==> src/rtl/fwd_hazard_unit_pkg.sv <==
// Shared definitions for the operand forwarding / load-use hazard unit.
//   - forwarding select encodings driven per EX source operand
//   - control-field struct carried by every pipeline slot (EX/MEM/WB)
package fwd_hazard_unit_pkg;

    localparam int unsigned FWD_SEL_W = 2;

    localparam logic [FWD_SEL_W-1:0] FWD_REGFILE = 2'b00;
    localparam logic [FWD_SEL_W-1:0] FWD_MEM     = 2'b01;
    localparam logic [FWD_SEL_W-1:0] FWD_WB      = 2'b10;

    // Default architectural register address width (x0..x31).
    localparam int unsigned DEF_REG_W = 5;

    // Per-slot control bits; the register address itself is carried beside
    // this struct because its width follows the REG_W parameter.
    typedef struct packed {
        logic valid;
        logic we;
        logic is_load;
    } slot_ctrl_t;

    localparam int unsigned SLOT_CTRL_W = $bits(slot_ctrl_t);

endpackage : fwd_hazard_unit_pkg

==> src/rtl/fwd_hazard_unit_src_select.sv <==
// Per-source forwarding priority compare for the instruction in EX.
// Ports:
//   ex_valid, rs_used, rs      : EX instruction and one of its source operands
//   mem_eff, mem_is_load, mem_rd : MEM slot effective write / load flag / dest
//   wb_eff, wb_rd              : WB slot effective write / dest
//   fwd_sel_c                  : 00 regfile, 01 MEM, 10 WB (combinational)
module fwd_src_select
    import fwd_hazard_unit_pkg::*;
#(
    parameter int unsigned REG_W = DEF_REG_W
) (
    input  logic                 ex_valid,
    input  logic                 rs_used,
    input  logic [REG_W-1:0]     rs,
    input  logic                 mem_eff,
    input  logic                 mem_is_load,
    input  logic [REG_W-1:0]     mem_rd,
    input  logic                 wb_eff,
    input  logic [REG_W-1:0]     wb_rd,
    output logic [FWD_SEL_W-1:0] fwd_sel_c
);

    logic consider;
    logic mem_hit;
    logic wb_hit;

    // x0 reads are hard-wired zero and never forwarded.
    assign consider = ex_valid && rs_used && (rs != '0);

    // Load data is not available at MEM, so a MEM-slot load is never a
    // forwarding source; the source falls through to the WB compare.
    assign mem_hit = mem_eff && !mem_is_load && (mem_rd == rs);
    assign wb_hit  = wb_eff && (wb_rd == rs);

    // MEM holds the newer producer and therefore wins over WB.
    always_comb begin
        fwd_sel_c = FWD_REGFILE;
        if (consider) begin
            if (mem_hit) begin
                fwd_sel_c = FWD_MEM;
            end else if (wb_hit) begin
                fwd_sel_c = FWD_WB;
            end
        end
    end

endmodule : fwd_src_select

==> src/rtl/fwd_hazard_unit.sv <==
// Operand forwarding and load-use hazard unit for an in-order ID/EX/MEM/WB
// pipeline. Tracks destination metadata of in-flight instructions, drives
// per-source forwarding selects for EX, requests one-cycle load-use stalls
// and counts stall cycles (saturating).
// Ports:
//   clk, rst            : clock, asynchronous active-high reset
//   id_*                : instruction currently in ID
//   hold                : global freeze, all slots keep their values
//   flush               : redirect, kills ID and EX
//   fwd_sel             : 2 bits per EX source (combinational from slots)
//   stall               : load-use stall request (combinational)
//   stall_count         : saturating count of stalled, non-held cycles
module fwd_hazard_unit
    import fwd_hazard_unit_pkg::*;
#(
    parameter int unsigned REG_W   = DEF_REG_W,
    parameter int unsigned NUM_SRC = 2,
    parameter int unsigned CNT_W   = 32
) (
    input  logic                         clk,
    input  logic                         rst,
    input  logic                         id_valid,
    input  logic [NUM_SRC*REG_W-1:0]     id_rs,
    input  logic [NUM_SRC-1:0]           id_rs_used,
    input  logic [REG_W-1:0]             id_rd,
    input  logic                         id_we,
    input  logic                         id_is_load,
    input  logic                         hold,
    input  logic                         flush,
    output logic [FWD_SEL_W*NUM_SRC-1:0] fwd_sel,
    output logic                         stall,
    output logic [CNT_W-1:0]             stall_count
);

    // Slot state.
    slot_ctrl_t                 ex_ctrl_q,  ex_ctrl_d;
    logic [REG_W-1:0]           ex_rd_q,    ex_rd_d;
    logic [NUM_SRC*REG_W-1:0]   ex_rs_q,    ex_rs_d;
    logic [NUM_SRC-1:0]         ex_used_q,  ex_used_d;
    slot_ctrl_t                 mem_ctrl_q, mem_ctrl_d;
    logic [REG_W-1:0]           mem_rd_q,   mem_rd_d;
    slot_ctrl_t                 wb_ctrl_q,  wb_ctrl_d;
    logic [REG_W-1:0]           wb_rd_q,    wb_rd_d;
    logic [CNT_W-1:0]           stall_count_q, stall_count_d;

    logic ex_eff;
    logic mem_eff;
    logic wb_eff;
    logic use_match;
    logic stall_c;

    // Effective write: valid, writing, and not targeting x0.
    assign ex_eff  = ex_ctrl_q.valid  && ex_ctrl_q.we  && (ex_rd_q  != '0);
    assign mem_eff = mem_ctrl_q.valid && mem_ctrl_q.we && (mem_rd_q != '0);
    assign wb_eff  = wb_ctrl_q.valid  && wb_ctrl_q.we  && (wb_rd_q  != '0);

    // Forwarding selects, one compare block per EX source operand.
    for (genvar g = 0; g < NUM_SRC; g++) begin : g_src
        fwd_src_select #(
            .REG_W(REG_W)
        ) u_src_select (
            .ex_valid    (ex_ctrl_q.valid),
            .rs_used     (ex_used_q[g]),
            .rs          (ex_rs_q[g*REG_W +: REG_W]),
            .mem_eff     (mem_eff),
            .mem_is_load (mem_ctrl_q.is_load),
            .mem_rd      (mem_rd_q),
            .wb_eff      (wb_eff),
            .wb_rd       (wb_rd_q),
            .fwd_sel_c   (fwd_sel[g*FWD_SEL_W +: FWD_SEL_W])
        );
    end

    // Any used ID source reading the load destination currently in EX.
    always_comb begin
        use_match = 1'b0;
        for (int i = 0; i < int'(NUM_SRC); i++) begin
            if (id_rs_used[i] && (id_rs[i*REG_W +: REG_W] == ex_rd_q)) begin
                use_match = 1'b1;
            end
        end
    end

    // A flush kills the consumer, so no stall is needed for it.
    assign stall_c = id_valid && ex_eff && ex_ctrl_q.is_load && use_match && !flush;
    assign stall   = stall_c;

    // Slot advance: hold freezes everything, flush/stall inject an EX bubble.
    always_comb begin
        ex_ctrl_d  = ex_ctrl_q;
        ex_rd_d    = ex_rd_q;
        ex_rs_d    = ex_rs_q;
        ex_used_d  = ex_used_q;
        mem_ctrl_d = mem_ctrl_q;
        mem_rd_d   = mem_rd_q;
        wb_ctrl_d  = wb_ctrl_q;
        wb_rd_d    = wb_rd_q;

        if (!hold) begin
            mem_ctrl_d = ex_ctrl_q;
            mem_rd_d   = ex_rd_q;
            wb_ctrl_d  = mem_ctrl_q;
            wb_rd_d    = mem_rd_q;
            if (flush || stall_c) begin
                ex_ctrl_d = '0;
                ex_rd_d   = '0;
                ex_rs_d   = '0;
                ex_used_d = '0;
            end else begin
                ex_ctrl_d.valid   = id_valid;
                ex_ctrl_d.we      = id_we;
                ex_ctrl_d.is_load = id_is_load;
                ex_rd_d           = id_rd;
                ex_rs_d           = id_rs;
                ex_used_d         = id_rs_used;
            end
        end
    end

    // Saturating stall-cycle counter; held cycles are not counted.
    always_comb begin
        stall_count_d = stall_count_q;
        if (stall_c && !hold && (stall_count_q != {CNT_W{1'b1}})) begin
            stall_count_d = stall_count_q + CNT_W'(1);
        end
    end

    assign stall_count = stall_count_q;

    always_ff @(posedge clk or posedge rst) begin
        if (rst) begin
            ex_ctrl_q     <= '0;
            ex_rd_q       <= '0;
            ex_rs_q       <= '0;
            ex_used_q     <= '0;
            mem_ctrl_q    <= '0;
            mem_rd_q      <= '0;
            wb_ctrl_q     <= '0;
            wb_rd_q       <= '0;
            stall_count_q <= '0;
        end else begin
            ex_ctrl_q     <= ex_ctrl_d;
            ex_rd_q       <= ex_rd_d;
            ex_rs_q       <= ex_rs_d;
            ex_used_q     <= ex_used_d;
            mem_ctrl_q    <= mem_ctrl_d;
            mem_rd_q      <= mem_rd_d;
            wb_ctrl_q     <= wb_ctrl_d;
            wb_rd_q       <= wb_rd_d;
            stall_count_q <= stall_count_d;
        end
    end

endmodule : fwd_hazard_unit

==> config.mk <==
export PLATFORM = sky130hd
export DESIGN_NAME = fwd_hazard_unit
export DESIGN_NICKNAME = d
export VERILOG_FILES = /design/src/rtl/fwd_hazard_unit_pkg.sv /design/src/rtl/fwd_hazard_unit_src_select.sv /design/src/rtl/fwd_hazard_unit.sv
export SDC_FILE = /design/constraint.sdc
export NUM_CORES = 1
export LEC_CHECK = 0
export CAP_MARGIN = 25
export CORE_ASPECT_RATIO = 1.5
export CORE_MARGIN = 5
export CORE_UTILIZATION = 56
export CTS_CLUSTER_SIZE = 40
export DETAILED_ROUTE_END_ITERATION = 6
export PLACE_DENSITY = 0.85
export SLEW_MARGIN = 20
export SYNTH_ARGS = -nofsm -noshare
export SYNTH_HDL_FRONTEND = slang
export SYNTH_SLANG_ARGS = --single-unit
==> constraint.sdc <==
create_clock -name clk -period 7.12 [get_ports clk]
set_clock_uncertainty 0.15 [all_clocks]
set_input_delay 1.424 -clock clk [delete_from_list [all_inputs] [get_ports clk]]
set_output_delay 1.424 -clock clk [all_outputs]
set_load 0.1 [all_outputs]
== Word level (Yosys, flattened, before mapping) ==
Cells that the tools add are included.

* Input port bits: 24
* Logic and storage cells: 66
* Output and inout port bits: 37
* Bits in registers: 67

* Multiplexer cells: 12
* Reduce and logical (&&, ||, !) cells: 32
* Add/sub/neg operators: 1
* Equal/unequal tests: 7

{| class="wikitable"
|+ Operators with widths
! cell !! count
|-
| adder 32 x 1 -> 32 bit (second input constant) || 1
|-
| inequality test 32 bit (second input constant) || 1
|-
| == test 5 bit || 6
|-
| nonzero test 5 bit || 5
|-
| logical AND 1 bit || 23
|-
| two-way mux 2 bit || 7
|-
| two-way mux 10 bit || 1
|-
| two-way mux 5 bit || 1
|-
| zero test 1 bit || 3
|-
| two-way mux 3 bit || 1
|-
| two-way mux 1 bit || 2
|-
| logical OR 1 bit || 1
|}

== Logic depth before layout (Yosys ltp) ==
Gate-level depths: netlist of run 1.

* Word-level depth: 8
* Depth in mapped cells: 7
* Gate-level depth less buffers: 7

== Hierarchy ==
A second synthesis of run 1 with hierarchy kept.

* Cell total of the unflattened synthesis: 295
* Area total of the unflattened synthesis: 3323.2 um^2

{| class="wikitable"
|+ By module, submodules not included
! module !! cells each !! area an instance (um^2) !! seq. area each (um^2) !! instances
|-
| fwd_hazard_unit || 259 || 3032.9 || 1676.6 || 1
|-
| fwd_src_select || 18 || 145.1 || 0.0 || 2
|}

== Worst setup path before layout of run 1 ==
No wires, ideal clock.

* Path type: input-to-output
* Start: input port id_rs[9]
* End: output port stall
* Buffers on the path: 0
* Required time: 5546 ps
* Stages: 4
* Path slack: 1405 ps
* Arrival time: 4141 ps
* Cell sequence: xor2_1 -> nor4_2 -> a32oi_1 -> nor3_1

* Longest elaborated chain between the ends: 5

{| class="wikitable"
|+ RTL lines
! item !! RTL line !! source
|-
| start, declared || fwd_hazard_unit.sv:23 || <nowiki>input logic [NUM_SRC*REG_W-1:0] id_rs,</nowiki>
|-
| == test 5 bit || fwd_hazard_unit.sv:78 || <nowiki>if (id_rs_used[i] && (id_rs[i*REG_W +: REG_W] == ex_rd_q)) begin</nowiki>
|-
| logical AND 1 bit || fwd_hazard_unit.sv:78 ||
|-
| two-way mux 1 bit || fwd_hazard_unit.sv:78 ||
|-
| logical AND 1 bit (2 in series) || fwd_hazard_unit.sv:85 || <nowiki>assign stall_c = id_valid && ex_eff && ex_ctrl_q.is_load && use_match && !flush;</nowiki>
|-
| end, declared || fwd_hazard_unit.sv:31 || <nowiki>output logic stall,</nowiki>
|}

No other way between the ends.

== Worst setup path in the final report of run 1 ==
Same ends and word-level chain as after synthesis.

==> impl_metrics.ini, run 1 <==
[cells_and_area]
utilization = 0.732
area_growth_pct = 28.1
design_area_um2 = 4240
antenna_cells = 0
nets = 385
n_fill_cell = 415
drive_gt1_frac = 0.112

[setup_path]
worstPathCellList = clkdlybuf4s50_1, xor2_1, nor4_2, a32oi_1, nor3_1, clkdlybuf4s50_1
arrival_ps = 4170
cp_max_fo = 4
worstSetupPathType = in -> out
start_kind = input pin
max_stage_delay_ps = 1200
critPathSlowestCell = clkdlybuf4s50_1
crit_buf_inv = 2
critPathCaptureType = output pin
required_ps = 5550
crit_family = buffers and inverters
cp_common_cell = clkdlybuf4s50_1

[drt]
drt_iter0_drc = 175
drc = 0
vias = 2586
wl_um = 7960
drt-pass1-iter-count = 4
ant_nets = 0
vias_per_cell = 5.92
routedWlPerCell_um = 18.2

[cts]
root_buffer = clkbuf_8
cts-resized-gates = 0
postCtsSetupBuffers = 0
cts.sinks = 67
cts_hold_buf = 0
h-tree-depth = 3
clk_latency_ps = 340
clockBufferDepth = 2
cts.clk_slew.worst_paths_ps = 70
numCtsBuffers = 9
cts_tree = yes

[global_routing]
grt_util_all_layers = 0.229
overflow = 0
grt_max_degree = 68
antenna_found_initial = 0
grt_pass1_vias = 2751
grt_pass1_wl_um = 13400

[sta]
hold_ws_ps = 357
setup_viol_count_final = 0
hold_viol = 0
rsz0062_at_grt = no
post-route-period-util = 0.806
setup_slack_ps = 1380
slew_headroom = 0.331
maxSlewViolCount = 0
period_minus_slack_ps = 5740
tightest_slew_ps = 1000
fmax_mhz = 174
fin_tns_setup_ps = 0

[place]
port_buffers = 60
routabilityCongestion = 0.880
dp_hpwl_um = 5500
dpl_cell_area_um2 = 3970
pre_cts_slack_ps = 1380

[floorplan]
start_util = 0.572
core_region_area_um2 = 5790
dieArea_um2 = 7570
pin_count = 61
rows = 34
die_w_um = 72.7
die_h_um = 104

[synthesis]
yosys_warnings = 0
syn_area_per_cell_um2 = 11.2
syn-num-nets = 320
synth_seq_cells = 67
synth_top_cell_area_share = 0.507
synth_area_um2 = 3310
yosysSeqAreaShare = 0.507
yosys-top-cells-area = dfrtp_1 (51%), xnor2_1 (11%), mux2_2 (5.8%), a22o_1 (5.3%), xor2_1 (5.0%)
synthCells = 295
ys_types = 30
yosysTopAreaCell = dfrtp_1

[power]
p_leak_nw = 1.76
powerDensity_nw_per_um2 = 220
vdd_ir_drop_max_uv = 214

[run_status]
status = finished clean

[hold_path]
hold_class = reg -> reg

[job]
drv_cap = 0
report_power, final:
group	switching, mW	leakage (nW)	internal, mW	total, mW
registers	0.0290	0.903	0.400	0.429
logic	0.0382	0.730	0.0487	0.0869
clock network	0.148	0.131	0.269	0.417
routing by layer:
layer | wire [um] | GRT usage | share of wire | vias to the layer above
met5 | 0 | 0 | 0 | -
met4 | 188 | 0.100 | 0.024 | 0
met3 | 365 | 0.0455 | 0.046 | 15
met2 | 4290 | 0.387 | 0.54 | 75
met1 | 3110 | 0.277 | 0.39 | 1291
li1 | - | - | - | 1205
cells in the mapped netlist, drive strengths merged:
master and number:
nand4 22, nand2 18, o211ai 3, nor3 11, and3 8, nor4 9, ha 1, and4 2
nor2 15, xnor2 40, nand3 15, and2 3, inv 3, clkbuf 5, or3 1, mux2 17
a32oi 1, dfrtp 67, o21ai 1, a21oi 1, or4 7, or2 1, buf 5, a22o 20
xor2 19
area by class of cell:
class,instances,area [um^2],share of cell area
clock inverters,6,138,0.0325
multi-input cells,215,1560,0.369
flip-flops and latches,67,1680,0.396
well taps,72,90.1,0.0213
clock buffers,10,128,0.0301
inverters,3,11.3,0.00266
repair buffers,64,631,0.149
per-stage QoR:
stage / total power, mW / instances
final: 0.933 / 437
after floorplan: 0.486 / 295
after global placement: 0.517 / 421
after CTS: 0.938 / 437
after detailed placement: 0.521 / 421
after global routing: 0.965 / 437
flip-flops by register name, indices dropped and copies added, names as in the netlist:
| name | count |
|---|---|
| stall_count | 32 |
| ex_rs_q | 10 |
| ex_rd_q | 5 |
| mem_rd_q | 5 |
| wb_rd_q | 5 |
| ex_ctrl_q | 3 |
| mem_ctrl_q | 3 |
| ex_used_q | 2 |
| wb_ctrl_q | 2 |
path summary, 6_finish.rpt:
kind | from | end | slack (ps) | depth (start not counted)
worst max-delay path | id_rs[9] | stall | 1380 | 6
worst min-delay path | stall_count[31] | stall_count[31] | 360 | 1
worst max register to register | ex_rd_q[4] | stall_count[1] | 4550 | 6
worst min register to register | stall_count[31] | stall_count[31] | 360 | 1
max in group asynchronous | rst | stall_count[23] | 4750 | 3
min in group asynchronous | rst | ex_ctrl_q[0] | 1500 | 3
cells by family (layout without fill, tap and decap cells):
logic type / Yosys count / count (layout) / synth area share
flops: 67 / 67 / 0.507
buf+inv: 13 / 83 / 0.0204
compound gates: 26 / 26 / 0.0655
mux: 17 / 17 / 0.0579
xor+xnor: 59 / 59 / 0.156
fa+ha+maj: 1 / 1 / 0.00378
simple gates: 112 / 112 / 0.189
cells in the final DEF (no fill, tap or decap):
cell type	n
and2_0	1
dfrtp_1	67
nor4_2	1
and4_1	2
nor2_1	15
nand3_2	1
or3_1	1
xor2_1	19
xnor2_1	40
a21oi_1	1
nand2_1	18
buf_4	4
and2_1	2
or2_2	1
inv_2	1
mux2_2	17
o211ai_1	3
clkdlybuf4s50_1	60
a22o_1	20
o21ai_1	1
nor4_4	1
a32oi_1	1
clkbuf_1	1
clkinv_4	2
inv_1	2
nor3_1	11
and3_1	8
ha_1	1
nor4_1	7
bufinv_16	4
nand4_1	22
nand3_1	14
clkbuf_8	9
or4_1	7
(Power assumes the default switching activity.)
==> inputs of run 2 (changes only) <==
- CORE_UTILIZATION: 56 -> 47
- PLACE_DENSITY: 0.85 -> 0.76
- clock period: 7.12 -> 4.7 ns (I/O delays scaled with it)
==> impl_metrics.ini, run 2 (synthesized netlist as in run 1, its figures left out) <==
[global_routing]
grt_util_all_layers = 0.196
overflow = 0
grt_pass1_vias = 2649
grt_busiest_layer = met2
gr-usage-met3 = 0.0454
grtUsageMet2 = 0.338
use_met1 = 0.227
grt_max_degree = 37
antenna_found_initial = 0
grt_pass1_wl_um = 13300

[setup_path]
required_ps = 3610
startpoint = id_rs[9]
crit-reg2reg-launch = ex_rd_q[4]
start_kind = input pin
r2r.worst_path.cells = 6
cp_max_fo = 4
reg2reg_to = stall_count[1]
reg2reg_slack_ps = 2100
crit_end = stall
arrival_ps = 2720
critPathCaptureType = output pin
worstSetupPathType = in -> out

[drt]
vias = 2556
routedWlPerCell_um = 18.3
drt-pass1-iter-count = 4
drc = 0
ant_nets = 0
vias_per_cell = 5.78
drt_iter0_drc = 168
wl_um = 8100

[job]
drv_cap = 0

[power]
vdd_ir_drop_max_uv = 243
p_leak_nw = 1.74
powerDensity_nw_per_um2 = 300

[cts]
cts.sinks = 67
numCtsBuffers = 9
cts_hold_buf = 0
cts-resized-gates = 0
clockBufferDepth = 2
clk_latency_ps = 350
cts.clk_slew.worst_paths_ps = 60
h-tree-depth = 3
postCtsSetupBuffers = 0
root_buffer = clkbuf_8
cts_tree = yes

[place]
dp_hpwl_um = 5810
port_buffers = 60
routabilityCongestion = 0.888
pre_cts_slack_ps = 886

[sta]
hold_viol = 0
slew_headroom = 0.342
rsz0062_at_grt = no
fmax_mhz = 262
tightest_slew_ps = 984
maxSlewViolCount = 0
fin_tns_setup_ps = 0
setup_slack_ps = 889
setup_viol_count_final = 0
post-route-period-util = 0.811
period_minus_slack_ps = 3810

[cells_and_area]
area_growth_pct = 26.7
drive_gt1_frac = 0.135
nets = 385
layout_common_cells = dfrtp_1 (67), clkdlybuf4s50_1 (55), xnor2_1 (40)
layout_commonest_cell = dfrtp_1
antenna_cells = 0
largest_reg_flops = 32

[floorplan]
die_h_um = 113
core_region_area_um2 = 6850
dieArea_um2 = 8850
rows = 37
start_util = 0.483
die_w_um = 78.5
pin_count = 61

[run_status]
status = finished clean

[hold_path]
hold_class = reg -> reg
==> run 2: cell count changes in the layout (fill, tap and decap cells not counted), moves of 2 or more <==
cell,change
buf_4,+5
clkdlybuf4s50_1,-5
nor4_1,-4
nor4_2,+4
bufinv_16,-3
clkbuf_8,+2
clkinv_4,-2
==> run 2: per-stage QoR <==
stage	hold WS (ps)	power (mW)	instance area, um^2	utilization	cells
CTS	352	1.27	4190	0.612	442
floorplan	329	0.738	3340	-	295
global route	378	1.32	4190	0.612	442
finish	353	1.26	4190	0.612	442
global placement	340	0.788	4000	0.583	427
detailed placement	342	0.792	4000	0.583	427
==> run 2: worst min path at each step <==
stage	from	end	slack [ps]	cells after the start
6_report	stall_count[15]	stall_count[15]	350	1
5_1_grt	stall_count[15]	stall_count[15]	380	1
4_1_cts	stall_count[15]	stall_count[15]	350	1
3_5_place_dp	stall_count[15]	stall_count[15]	340	1
3_3_place_gp	stall_count[15]	stall_count[15]	340	1
2_1_floorplan	ex_used_q[0]	ex_used_q[0]	330	1
==> run 2: power breakdown <==
part,switching [mW],internal [mW],total [mW],leakage (nW)
Clock,0.206,0.271,0.477,0.0995
Combinational,0.0589,0.0740,0.133,0.741
Sequential,0.0429,0.606,0.649,0.903
==> run 2: routing by layer <==
| metal | share of wire | vias up |
|---|---|---|
| met1 | 0.41 | 1268 |
| met4 | 0.031 | 0 |
| met5 | 0 | - |
| li1 | - | 1204 |
| met2 | 0.52 | 68 |
| met3 | 0.033 | 16 |
==> run 2: area by class of cell <==
class | count | area (um^2)
clock buffer | 13 | 159
clock inverter | 2 | 35.0
fill | 576 | 2660
inverter | 3 | 11.3
multi-input combinational | 215 | 1590
sequential | 67 | 1680
tap | 78 | 97.6
timing repair buffer | 64 | 618
==> run 2: worst max-delay path, stage by stage <==
cell and delay, ps:
clkdlybuf4s50_1 430, xor2_1 170, nor4_2 320, a32oi_1 280
nor3_2 250, buf_4 320
==> inputs of run 3 (changes only) <==
- clock period: 4.7 -> 3.3 ns (I/O delays scaled with it)
==> impl_metrics.ini, run 3 (synthesized netlist as in run 1, its figures left out) <==
[run_status]
status = finished clean

[sta]
slew_headroom = 0.436
setup_viol_count_final = 0
setup_slack_ps = 93.8
hold_viol = 0
post-route-period-util = 0.972
period_minus_slack_ps = 3210
maxSlewViolCount = 0
fmax_mhz = 312
fin_tns_setup_ps = 0
tightest_slew_ps = 840
rsz0062_at_grt = no

[global_routing]
grt_pass1_vias = 2790
grt_util_all_layers = 0.202
antenna_found_initial = 0
grt_pass1_wl_um = 13800
grt_max_degree = 36
overflow = 0

[cts]
cts_tree = yes
clk_latency_ps = 350
h-tree-depth = 3
cts-resized-gates = 0
cts.sinks = 67
cts.clk_slew.worst_paths_ps = 70
clockBufferDepth = 2
postCtsSetupBuffers = 0
root_buffer = clkbuf_8
numCtsBuffers = 9
cts_hold_buf = 0

[hold_path]
hold_class = reg -> reg

[drt]
vias_per_cell = 5.86
routedWlPerCell_um = 18.7
drt-pass1-iter-count = 4
wl_um = 8300
ant_nets = 0
vias = 2600
drt_iter0_drc = 124
drc = 0

[place]
dpl_cell_area_um2 = 4030
pre_cts_slack_ps = 92.7
routabilityCongestion = 0.899
dp_hpwl_um = 6050
port_buffers = 60

[setup_path]
required_ps = 2490
reg2reg_slack_ps = 780
cp_max_fo = 4
worstSetupPathType = in -> out
critPathCaptureType = output pin
start_kind = input pin
arrival_ps = 2400

[cells_and_area]
multi_input_area_um2 = 1630
n_fill_cell = 570
layout_commonest_cell = dfrtp_1
drive_gt1_frac = 0.230
layout_common_cells = dfrtp_1 (67), xnor2_1 (40), buf_4 (37)
nets = 386
final-seq-area_um2 = 1680
largest_reg_flops = 32
design_area_um2 = 4220
area_growth_pct = 27.7
antenna_cells = 0

[floorplan]
die_w_um = 78.5
rows = 37
start_util = 0.483
die_h_um = 113
pin_count = 61
core_region_area_um2 = 6850
dieArea_um2 = 8850

[power]
p_leak_nw = 1.83
powerDensity_nw_per_um2 = 428
vdd_ir_drop_max_uv = 317

[job]
drv_cap = 0
==> run 3: metal layers <==
layer / track usage / vias up / part of all wire / routed length [um]
li1: - / 1215 / - / -
met1: 0.228 / 1282 / 0.40 / 3280
met2: 0.355 / 79 / 0.53 / 4390
met3: 0.0454 / 24 / 0.041 / 343
met4: 0.0968 / 0 / 0.034 / 284
met5: 0 / - / 0 / 0
==> run 3: final cells by class <==
| type | count | area share |
|---|---|---|
| sequential | 67 | 0.397 |
| multi-input combinational | 215 | 0.387 |
| timing repair buffer | 65 | 0.144 |
| clock buffer | 10 | 0.0302 |
| tap | 78 | 0.0231 |
| clock inverter | 6 | 0.0157 |
| inverter | 3 | 0.00267 |
==> run 3: worst paths after layout <==
| path | endpoint | startpoint | cells after the start |
|---|---|---|---|
| worst max-delay path | stall | id_rs[6] | 6 |
| worst min-delay path | stall_count[31] | stall_count[31] | 1 |
| worst max register to register | stall_count[1] | stall_count[4] | 6 |
| worst min register to register | stall_count[31] | stall_count[31] | 1 |
| max in group asynchronous | mem_rd_q[3] | rst | 3 |
| min in group asynchronous | stall_count[13] | rst | 2 |
==> run 3: report_power, final <==
part / switching, mW / leakage (nW) / internal [mW]
clock: 0.332 / 0.0885 / 0.349
sequential: 0.0617 / 0.903 / 0.862
combinational: 0.0925 / 0.840 / 0.108
total: 0.486 / 1.83 / 1.32
==> run 3: worst max-delay path, stage by stage <==
cell             delay (ps)
clkdlybuf4s50_1         490
xor2_1                  220
nor4_2                   80
a32oi_1                 640
nor3_4                  100
buf_12                  200
==> run 3: per-stage QoR <==
stage / utilization / hold slack [ps] / instances / total power [mW]
after global placement: 0.588 / 343 / 428 / 1.13
after CTS: 0.616 / 355 / 444 / 1.82
after detailed placement: 0.588 / 342 / 428 / 1.14
after floorplan: - / 329 / 295 / 1.06
after global routing: 0.616 / 389 / 444 / 1.88
final: 0.616 / 349 / 444 / 1.81
